===== src/rtl/rxstr_match_pkg.sv =====
// Shared constants for the fixed-string UART receiver: baud divisors,
// the reference string and the receiver/matcher state encodings.
package rxstr_match_pkg;

  // clk cycles per bit at 12 MHz
  localparam int unsigned B9600 = 1250;

  localparam logic [7:0] CHR_DOT = 8'h2E;

  typedef enum logic [1:0] {
    RX_IDLE,
    RX_START,
    RX_DATA,
    RX_STOP
  } rx_state_e;

  // Matcher state = number of string chars matched so far
  typedef enum logic [2:0] {
    M_GOT0, M_GOT1, M_GOT2, M_GOT3,
    M_GOT4, M_GOT5, M_GOT6, M_GOT7
  } match_state_e;

  // Reference string ".Hello!." indexed 0..7
  function automatic logic [7:0] str_char(input logic [2:0] idx);
    logic [7:0] c;
    case (idx)
      3'd0:    c = 8'h2E;
      3'd1:    c = 8'h48;
      3'd2:    c = 8'h65;
      3'd3:    c = 8'h6C;
      3'd4:    c = 8'h6C;
      3'd5:    c = 8'h6F;
      3'd6:    c = 8'h21;
      default: c = 8'h2E;
    endcase
    return c;
  endfunction

endpackage


===== src/rtl/rxstr_match_if.sv =====
// Serial input and match/status outputs of the string receiver.
interface rxstr_match_if;
  logic       rx;
  logic       match;
  logic [2:0] progress;
  logic [7:0] last_char;
  logic       rcv;
  logic       frame_err;

  modport master (
    output rx,
    input  match, progress, last_char, rcv, frame_err
  );

  modport slave (
    input  rx,
    output match, progress, last_char, rcv, frame_err
  );
endinterface


===== src/rtl/rxstr_match_uart_rx.sv =====
// 8N1 UART receiver: 2-FF synchroniser, start/data/stop FSM, baud and bit
// counters. Emits one-cycle rcv or frame_err pulses per frame.
module rxstr_match_uart_rx
  import rxstr_match_pkg::*;
#(
  parameter int unsigned BAUDRATE = B9600
) (
  input  logic       clk,
  input  logic       rstn,
  input  logic       rx,
  output logic [7:0] data,
  output logic       rcv,
  output logic       frame_err
);

  localparam int unsigned CW = $clog2(BAUDRATE);
  localparam logic [CW-1:0] HALF_M1 = CW'(BAUDRATE / 2 - 1);
  localparam logic [CW-1:0] FULL_M1 = CW'(BAUDRATE - 1);

  logic          rx_s1_q, rx_s2_q;
  rx_state_e     state_q, state_d;
  logic [CW-1:0] baud_q, baud_d;
  logic [2:0]    bitcnt_q, bitcnt_d;
  logic [7:0]    shift_q, shift_d;
  logic [7:0]    data_q, data_d;
  logic          rcv_q, rcv_d;
  logic          ferr_q, ferr_d;

  // Synchroniser for the asynchronous pad input; presets to idle-high
  always_ff @(posedge clk) begin
    if (!rstn) begin
      rx_s1_q <= 1'b1;
      rx_s2_q <= 1'b1;
    end else begin
      rx_s1_q <= rx;
      rx_s2_q <= rx_s1_q;
    end
  end

  // Receiver state, counters and output registers
  always_ff @(posedge clk) begin
    if (!rstn) begin
      state_q  <= RX_IDLE;
      baud_q   <= '0;
      bitcnt_q <= '0;
      shift_q  <= '0;
      data_q   <= '0;
      rcv_q    <= 1'b0;
      ferr_q   <= 1'b0;
    end else begin
      state_q  <= state_d;
      baud_q   <= baud_d;
      bitcnt_q <= bitcnt_d;
      shift_q  <= shift_d;
      data_q   <= data_d;
      rcv_q    <= rcv_d;
      ferr_q   <= ferr_d;
    end
  end

  // Next-state: half-bit wait to mid start bit, then full-bit sample spacing
  always_comb begin
    state_d  = state_q;
    baud_d   = baud_q;
    bitcnt_d = bitcnt_q;
    shift_d  = shift_q;
    data_d   = data_q;
    rcv_d    = 1'b0;
    ferr_d   = 1'b0;
    case (state_q)
      RX_IDLE: begin
        baud_d = '0;
        if (!rx_s2_q) state_d = RX_START;
      end
      RX_START: begin
        if (baud_q == HALF_M1) begin
          baud_d = '0;
          if (rx_s2_q) begin
            state_d = RX_IDLE;
          end else begin
            state_d  = RX_DATA;
            bitcnt_d = '0;
          end
        end else begin
          baud_d = baud_q + CW'(1);
        end
      end
      RX_DATA: begin
        if (baud_q == FULL_M1) begin
          baud_d  = '0;
          shift_d = {rx_s2_q, shift_q[7:1]};
          if (bitcnt_q == 3'd7) state_d = RX_STOP;
          else                  bitcnt_d = bitcnt_q + 3'd1;
        end else begin
          baud_d = baud_q + CW'(1);
        end
      end
      RX_STOP: begin
        if (baud_q == FULL_M1) begin
          baud_d  = '0;
          state_d = RX_IDLE;
          if (rx_s2_q) begin
            rcv_d  = 1'b1;
            data_d = shift_q;
          end else begin
            ferr_d = 1'b1;
          end
        end else begin
          baud_d = baud_q + CW'(1);
        end
      end
      default: state_d = RX_IDLE;
    endcase
  end

  assign data      = data_q;
  assign rcv       = rcv_q;
  assign frame_err = ferr_q;

endmodule


===== src/rtl/rxstr_match.sv =====
// Fixed-string UART receiver: deserialises bytes and pulses match whenever
// the last eight received bytes spell ".Hello!.".
module rxstr_match
  import rxstr_match_pkg::*;
#(
  parameter int unsigned BAUDRATE = B9600
) (
  input  logic          clk,
  input  logic          rstn,
  rxstr_match_if.slave  bus
);

  logic [7:0]   rx_data;
  logic         rx_rcv;
  logic         rx_ferr;
  match_state_e prog_q, prog_d;
  logic         match_q, match_d;

  rxstr_match_uart_rx #(.BAUDRATE(BAUDRATE)) u_rx (
    .clk       (clk),
    .rstn      (rstn),
    .rx        (bus.rx),
    .data      (rx_data),
    .rcv       (rx_rcv),
    .frame_err (rx_ferr)
  );

  // Matcher state and registered match pulse
  always_ff @(posedge clk) begin
    if (!rstn) begin
      prog_q  <= M_GOT0;
      match_q <= 1'b0;
    end else begin
      prog_q  <= prog_d;
      match_q <= match_d;
    end
  end

  // A completed string leaves progress at 1: its final '.' opens the next one
  always_comb begin
    prog_d  = prog_q;
    match_d = 1'b0;
    if (rx_ferr) begin
      prog_d = M_GOT0;
    end else if (rx_rcv) begin
      if (rx_data == str_char(prog_q)) begin
        if (prog_q == M_GOT7) begin
          match_d = 1'b1;
          prog_d  = M_GOT1;
        end else begin
          prog_d = match_state_e'(prog_q + 3'd1);
        end
      end else begin
        prog_d = (rx_data == CHR_DOT) ? M_GOT1 : M_GOT0;
      end
    end
  end

  assign bus.match     = match_q;
  assign bus.progress  = prog_q;
  assign bus.last_char = rx_data;
  assign bus.rcv       = rx_rcv;
  assign bus.frame_err = rx_ferr;

endmodule


===== src/flat_wrapper.sv =====
// flat-port wrapper written by rule: the top's interface ports become plain ports
module rxstr_match_flat import rxstr_match_pkg::*;
#(
  parameter int unsigned BAUDRATE = B9600
)
  (clk, rstn, bus_rx, bus_match, bus_progress, bus_last_char, bus_rcv, bus_frame_err);
  rxstr_match_if bus_i ();
  input  logic clk;
  input  logic rstn;
  input wire logic [$bits(bus_i.rx)-1:0] bus_rx;
  output wire logic [$bits(bus_i.match)-1:0] bus_match;
  output wire logic [$bits(bus_i.progress)-1:0] bus_progress;
  output wire logic [$bits(bus_i.last_char)-1:0] bus_last_char;
  output wire logic [$bits(bus_i.rcv)-1:0] bus_rcv;
  output wire logic [$bits(bus_i.frame_err)-1:0] bus_frame_err;
  assign bus_i.rx = bus_rx;
  assign bus_match = bus_i.match;
  assign bus_progress = bus_i.progress;
  assign bus_last_char = bus_i.last_char;
  assign bus_rcv = bus_i.rcv;
  assign bus_frame_err = bus_i.frame_err;
  rxstr_match #(.BAUDRATE(BAUDRATE)) u_core (.clk(clk), .rstn(rstn), .bus(bus_i));
endmodule

===== config.mk =====
export PLATFORM = sky130hd
export DESIGN_NAME = rxstr_match_flat
export DESIGN_NICKNAME = d
export VERILOG_FILES = /design/src/rtl/rxstr_match_pkg.sv /design/src/rtl/rxstr_match_if.sv /design/src/rtl/rxstr_match_uart_rx.sv /design/src/rtl/rxstr_match.sv /design/src/flat_wrapper.sv
export SDC_FILE = /design/constraint.sdc
export NUM_CORES = 1
export LEC_CHECK = 0
export CAP_MARGIN = 25
export CORE_MARGIN = 10
export CORE_UTILIZATION = 57
export DETAILED_ROUTE_END_ITERATION = 16
export PLACE_DENSITY = 0.84
export SLEW_MARGIN = 20
export SYNTH_ARGS = -nofsm -noshare
export SYNTH_HDL_FRONTEND = slang
export SYNTH_HIERARCHICAL = 1
export SYNTH_SLANG_ARGS = --single-unit

===== constraint.sdc =====
create_clock -name clk -period 3.48 [get_ports clk]
set_input_delay 0.87 -clock clk [delete_from_list [all_inputs] [get_ports clk]]
set_output_delay 0.87 -clock clk [all_outputs]
set_load 0.01 [all_outputs]

==> flow_summary.toml, run 1 <==
[die]
die_x_um = 79.6
io_pins = 17
core.rowCount = 21
fp.dieArea_um2 = 6330
die_height_um = 79.6
std_cell_core_area_um2 = 3390
effective_utilization_at_floorplan_pct = 59.7

[clocking]
clock_tree.buffer_depth = 2
post_cts_hold_buffer_count = 0
tritoncts_clock_tree = "yes"
h-tree-depth = 2
cts_repair_resizes = 0
total_clock_buffers_created_by_cts = 5
cts_setup_buffers = 0
worst_setup_hold_path_clk_slew_ns = 0.12
ctsRootBufferMaster = "clkbuf_4"
clk_latency_ns = 0.34
tritoncts_num_sinks = 40

[synthesis]
yosys-mux-area-fraction_pct = 4.45
synth-xor-area-share_pct = 5.63
synth-seq-cells = 40
synthesis.instances = 227
synth.top_cell.area_share_pct = 39.6
yosys.area_share.simple_pct = 30.6
number_of_nets_in_the_synthesized_netlist = 240
post_synth.cell_area_avg_um2 = 8.91
synth-compound-area-share_pct = 9.65
synth_warnings = 6
synth_area_um2 = 2020
combinational_family_with_the_most_area_after_synthesis = "simple AND/OR/NAND/NOR gates"
ys_dominant_reg_cell = "dfxtp_1"
yosys-top-cells-area = "dfxtp_1 (40%), ha_1 (6.2%), nand3_1 (4.9%), xnor2_1 (4.8%), nor2_1 (4.6%)"
synth_largest_area_cell = "dfxtp_1"
synth.lib_cells_used.distinct = 45
synthAdderAreaFrac_pct = 6.18
synth_enable_flop_cells = 0
synth_sequential_area_ratio_pct = 39.6
postSynth.asyncResetShare_pct = 0

[route]
wl_mm = 3.83
first_iter_violations = 67
wire_per_inst_um = 13.2
ant_nets = 0
route.vias.total = 1631
avgViaCountPerCell = 5.62
drc_errors = 0
drt_first_pass_iters = 5

[hold_path]
hp-class = "reg -> reg"

[worst_setup_path]
critical_path.top_delay_family = "simple AND/OR/NAND/NOR gates"
worst_setup_path_start = "u_core/bus.progress[0]$_SDFFE_PP0P_"
worstSetupPathType = "reg -> reg"
path_buf_inv = 1
worst-r2r-setup-slack_ns = 0.87
cpPeakStageDelay_ns = 0.54
start_kind = "register"
r2r_start = "u_core/bus.progress[0]$_SDFFE_PP0P_"
timing.critical_path.to_type = "register"
worst_path_max_delay_cell = "or4b_4"
worst-path-stages = 8
crit_path_cell_trace = "inv_1, ha_1, or4b_4, xor2_1, or4_4, nor3_4, and4b_1, a211oi_2"
worst-path-max-fanout = 7
r2r_end = "u_core/bus.progress[0]$_SDFFE_PP0P_"
worst_endpoint_required_time_ns = 3.72
timing.critical_path.to = "u_core/bus.progress[0]$_SDFFE_PP0P_"
r2r_cells = 8
endpoint_arrival_time_on_the_critical_path_ns = 2.85

[timing]
setup_violations = 0
post-route-period-util_pct = 75.0
timing.max_slew.rel_slack_pct = 50.7
finalMaxSlewViolations = 0
fin_setup_tns_ns = 0
final.min_clock_period_ns = 2.61
finalClockSkew_ns = 0.0116
tightest_slew_ns = 0.734
grt_setup_unrepaired = "false"
hold_violations = 0
fmax_ghz = 0.383

[grt]
largest_net_degree_at_the_start_of_global_routing = 20
grt.overflow.total = 0
grt_usage_pct = 12.9
grt_pass1_vias = 1501
global_route_wire_length_before_repair_mm = 6.80
grt_antenna_before_repair = 0

[placement]
numPortBuffers = 16
gp_congestion = 0.812
dp_hpwl_mm = 2.82

[power]
worst_ir_drop_vdd_v = 0.000300
static-leakage-power_uw = 0.000745
cellPowerDensity_nw_per_um2 = 312

[run_status]
outcome = "finished, final reports clean"

[layout]
n_antenna_cell = 0
nNetsFinal = 256
syn_to_final_growth_pct = 11.7
final_standard_cell_utilization_of_the_core_pct = 66.7
drive_above_1_share_pct = 7.38

[flow_run]
timing.max_cap.violations = 0
==> per-layer routing <==
metal | global-route usage, % | vias up | share of wire (%)
li1 | - | 839 | -
met1 | 16.5 | 752 | 50
met2 | 20.2 | 34 | 44
met3 | 3.60 | 6 | 5.2
met4 | 4.30 | 0 | 1.2
met5 | 0 | - | 0
==> sequential cells by signal (all words and copies together), names as in the netlist, named ones only <==
name and count:
u_core/u_rx/rx_s1_q 1, u_core/bus.match 1, u_core/u_rx/frame_err 1, u_core/u_rx/state_q 1, u_core/u_rx/bitcnt_q 3, u_core/u_rx/rcv 1
u_core/bus.progress 3, u_core/u_rx/baud_q 11, u_core/u_rx/shift_q 8, u_core/u_rx/rx_s2_q 1, u_core/u_rx/data 8
==> synthesized netlist by cell type (5+ instances only) <==
| cell | number |
|---|---|
| nand2_1 | 17 |
| clkbuf_1 | 6 |
| dfxtp_1 | 40 |
| mux2i_1 | 9 |
| a21oi_1 | 7 |
| nor2_1 | 25 |
| o21ai_0 | 12 |
| inv_1 | 7 |
| nand2b_1 | 6 |
| nor3_1 | 5 |
| xnor2_1 | 11 |
| nand3_1 | 20 |
| ha_1 | 10 |
==> layout make-up <==
cell class / count / area [um^2]
Clock inverter: 3 / 18.8
Sequential cell: 40 / 801
Inverter: 7 / 26.3
Clock buffer: 5 / 37.5
Timing Repair Buffer: 18 / 175
Fill cell: 281 / 1130
Multi-Input combinational cell: 171 / 1140
Tap cell: 46 / 57.6
==> worst min-delay path by stage <==
| stage | slack, ns | endpoint | cells past startpoint | start |
|---|---|---|---|---|
| 4_1_cts | 0.43 | u_core/u_rx/rx_s2_q$_SDFF_PN1_ | 1 | u_core/u_rx/rx_s1_q$_SDFF_PN1_ |
| 5_1_grt | 0.46 | u_core/u_rx/rx_s2_q$_SDFF_PN1_ | 1 | u_core/u_rx/rx_s1_q$_SDFF_PN1_ |
| 2_1_floorplan | 0.39 | u_core/u_rx/rx_s2_q$_SDFF_PN1_ | 1 | u_core/u_rx/rx_s1_q$_SDFF_PN1_ |
| 3_3_place_gp | 0.39 | u_core/u_rx/rx_s2_q$_SDFF_PN1_ | 1 | u_core/u_rx/rx_s1_q$_SDFF_PN1_ |
| 6_report | 0.43 | u_core/u_rx/rx_s2_q$_SDFF_PN1_ | 1 | u_core/u_rx/rx_s1_q$_SDFF_PN1_ |
| 3_5_place_dp | 0.40 | u_core/u_rx/rx_s2_q$_SDFF_PN1_ | 1 | u_core/u_rx/rx_s1_q$_SDFF_PN1_ |
==> worst reg2reg max path, stage by stage, from the launching register on <==
cell and delay [ns]:
dfxtp_1 0.47, inv_1 0.11, ha_1 0.26, or4b_4 0.54, xor2_1 0.16, or4_4 0.43, nor3_4 0.24, and4b_1 0.24
a211oi_2 0.06
==> layout by cell type (no fill, tap or decap), drive strengths merged, types with 2 or more instances in the layout <==
master         count
a31oi              3
buf                2
ha                10
nand3b             2
a21oi              7
nor2              25
nand4              4
inv                7
nor3               6
clkinv             3
clkbuf             5
nand3             20
or2b               2
o21ai             12
nand4b             3
nor4               5
or4                3
mux2i              9
nand2b             6
clkdlybuf4s50     16
and3               2
or3                3
nand2             17
xor2               2
dfxtp             40
nor2b              4
xnor2             11
==> where the power goes <==
group / internal, uW / switching (uW)
clock network: 77.6 / 147
registers: 460 / 2.27
logic: 6.98 / 11.3
total: 544 / 160
==> metrics by stage <==
step / cells / cell area [um^2] / setup slack [ns] / total power, uW / hold slack (ns)
6_report: 290 / 2260 / 0.871 / 705 / 0.430
5_1_grt: 290 / 2260 / 0.728 / 733 / 0.456
4_1_cts: 290 / 2260 / 0.876 / 715 / 0.434
3_5_place_dp: 282 / 2200 / 0.902 / 490 / 0.405
3_3_place_gp: 282 / 2200 / 0.959 / 490 / 0.389
2_1_floorplan: 227 / 2020 / 0.971 / 484 / 0.386
==> cells by family after synthesis <==
group                    count (synthesis)
AO/OA/AOI/OAI                           31
XOR/XNOR                                13
adder cells (fa/ha/maj)                 10
buffers and inverters                   16
flip-flops                              40
multiplexers                             9
AND/OR/NAND/NOR                        108
No activity file was read; power rests on OpenSTA's default activity.
==> run 2: changes to the inputs <==
Settings changed: CORE_UTILIZATION 57 to 51, PLACE_DENSITY 0.84 to 0.79.
Clock period 3.48 ns to 2.3 ns, I/O delays scaled along.
==> run 2 against run 1 <==
The run now ends with setup timing left; utilization is 2.3 points lower; sequential power increased by 51%; global-route usage is 0.89 points lower; critical path depth unchanged; clock skew down 0.0016 ns; design area is 6.6% higher; flip-flop and latch count stayed put; critical endpoint unchanged; largest power group unchanged; highest routed layer unchanged.
==> flow_summary.toml, run 2 (same netlist as run 1, synthesis figures left out) <==
[placement]
numPortBuffers = 16
placed_cells = 291
gp_congestion = 0.819
dp_hpwl_mm = 3.08
dpl_cell_area_um2 = 2260

[clocking]
clock_tree.buffer_depth = 2
clk_latency_ns = 0.30
worst_setup_hold_path_clk_slew_ns = 0.08
tritoncts_clock_tree = "yes"
ctsRootBufferMaster = "clkbuf_8"
h-tree-depth = 2
post_cts_hold_buffer_count = 0
tritoncts_num_sinks = 40
total_clock_buffers_created_by_cts = 5

[layout]
nNetsFinal = 264
largest_register_ff_count = 11
final_common_cell = "dfxtp_1"
drive_above_1_share_pct = 13.5
instances_no_fill = 300
n_antenna_cell = 0
largest-register = "u_core/u_rx/baud_q"
syn_to_final_growth_pct = 19.1
most-common-layout-cells = "dfxtp_1 (38), nor2_1 (24), nand3_1 (20)"
design_area_um2 = 2410

[die]
io_pins = 17
effective_utilization_at_floorplan_pct = 54.0
core.rowCount = 22
die_x_um = 83.0
std_cell_core_area_um2 = 3740
die_height_um = 83.0
fp.dieArea_um2 = 6890

[route]
avgViaCountPerCell = 5.56
drc_errors = 0
wire_per_inst_um = 13.8
wl_mm = 4.15
route.vias.total = 1667
ant_nets = 0
drt_first_pass_iters = 4
first_iter_violations = 104

[timing]
setup_violations = 1
finalClockSkew_ns = 0.00994
timing.max_slew.rel_slack_pct = 64.8
fmax_ghz = 0.430
hold_violations = 0
hold_ws_ns = 0.411
tightest_slew_ns = 0.523
final.min_clock_period_ns = 2.32
post-route-period-util_pct = 101
finalWorstSetupSlack_ns = -0.0243
finalMaxSlewViolations = 0
grt_setup_unrepaired = "true"

[run_status]
violated_checks = "setup timing"
outcome = "finished, violations left"

[worst_setup_path]
endpoint_arrival_time_on_the_critical_path_ns = 2.51
critical_path.top_delay_family = "simple AND/OR/NAND/NOR gates"
path_buf_inv = 1
worst_endpoint_required_time_ns = 2.49
worst-path-max-fanout = 5
timing.critical_path.to_type = "register"
start_kind = "register"
worstSetupPathType = "reg -> reg"
crit_path_cell_trace = "inv_4, ha_4, or4b_4, xor2_1, or4_4, nor3_4, and4b_1, a211oi_2"
worst_path_max_delay_cell = "or4b_4"
cpPeakStageDelay_ns = 0.53

[power]
p_total_uw = 1300
worst_ir_drop_vdd_v = 0.000444
static-leakage-power_uw = 0.000810
cellPowerDensity_nw_per_um2 = 540

[flow_run]
timing.max_cap.violations = 0

[grt]
grt_usage_pct = 12.0
grt.overflow.total = 0
largest_net_degree_at_the_start_of_global_routing = 20
grt_pass1_vias = 1567
global_route_wire_length_before_repair_mm = 7.18
grt_antenna_before_repair = 0

[hold_path]
hp-class = "reg -> reg"
## run 2: through the flow
stage	util [%]	setup TNS [ns]	worst slack (ns)
2_1_floorplan	-	0	0.00658
3_3_place_gp	60.5	0	0.0281
3_5_place_dp	60.5	-0.0525	-0.0525
4_1_cts	63.8	-0.0484	-0.0484
5_1_grt	64.4	-0.229	-0.0888
6_report	64.4	-0.0243	-0.0243
## run 2: worst reg2reg max path: stages (launching register included)
cell	delay [ns]
dfxtp_4	0.38
inv_4	0.04
ha_4	0.15
or4b_4	0.53
xor2_1	0.15
or4_4	0.43
nor3_4	0.21
and4b_1	0.24
a211oi_2	0.07
## run 2: routing by layer
metal | track usage, % | share of wire, % | up-vias
li1 | - | - | 848
met1 | 14.3 | 44 | 787
met2 | 19.3 | 50 | 27
met3 | 3.81 | 4.3 | 5
met4 | 5.08 | 1.5 | 0
met5 | 0 | 0 | -
## run 2: cell type report
type	instances	area, um^2
Clock buffer	5	68.8
Fill cell	345	1330
Inverter	7	28.8
Sequential cell	40	806
Multi-Input combinational cell	171	1160
Tap cell	48	60.1
Clock inverter	3	47.5
Timing Repair Buffer	26	235
## run 2: final timing paths
check / cells past startpoint / to / slack (ns) / startpoint
max: 8 / u_core/bus.progress[0]$_SDFFE_PP0P_ / -0.02 / u_core/bus.progress[0]$_SDFFE_PP0P_
min: 1 / u_core/u_rx/rx_s2_q$_SDFF_PN1_ / 0.41 / u_core/u_rx/rx_s1_q$_SDFF_PN1_
max reg2reg: 8 / u_core/bus.progress[0]$_SDFFE_PP0P_ / -0.02 / u_core/bus.progress[0]$_SDFFE_PP0P_
min reg2reg: 1 / u_core/u_rx/rx_s2_q$_SDFF_PN1_ / 0.41 / u_core/u_rx/rx_s1_q$_SDFF_PN1_
## run 2: timing repair
action	in CTS	in global routing
resized for setup	1	7
setup endpoints to repair	2	4
hold endpoints to repair	0	0
pin swaps	3	3
setup buffers	1	0
## run 2: where the power goes
group	switching, uW	leakage, uW	internal [uW]	total [uW]
clock	250	0.0000583	327	577
combinational	16.8	0.000428	10.5	27.3
sequential	3.66	0.000324	694	698
total	270	0.000810	1030	1300
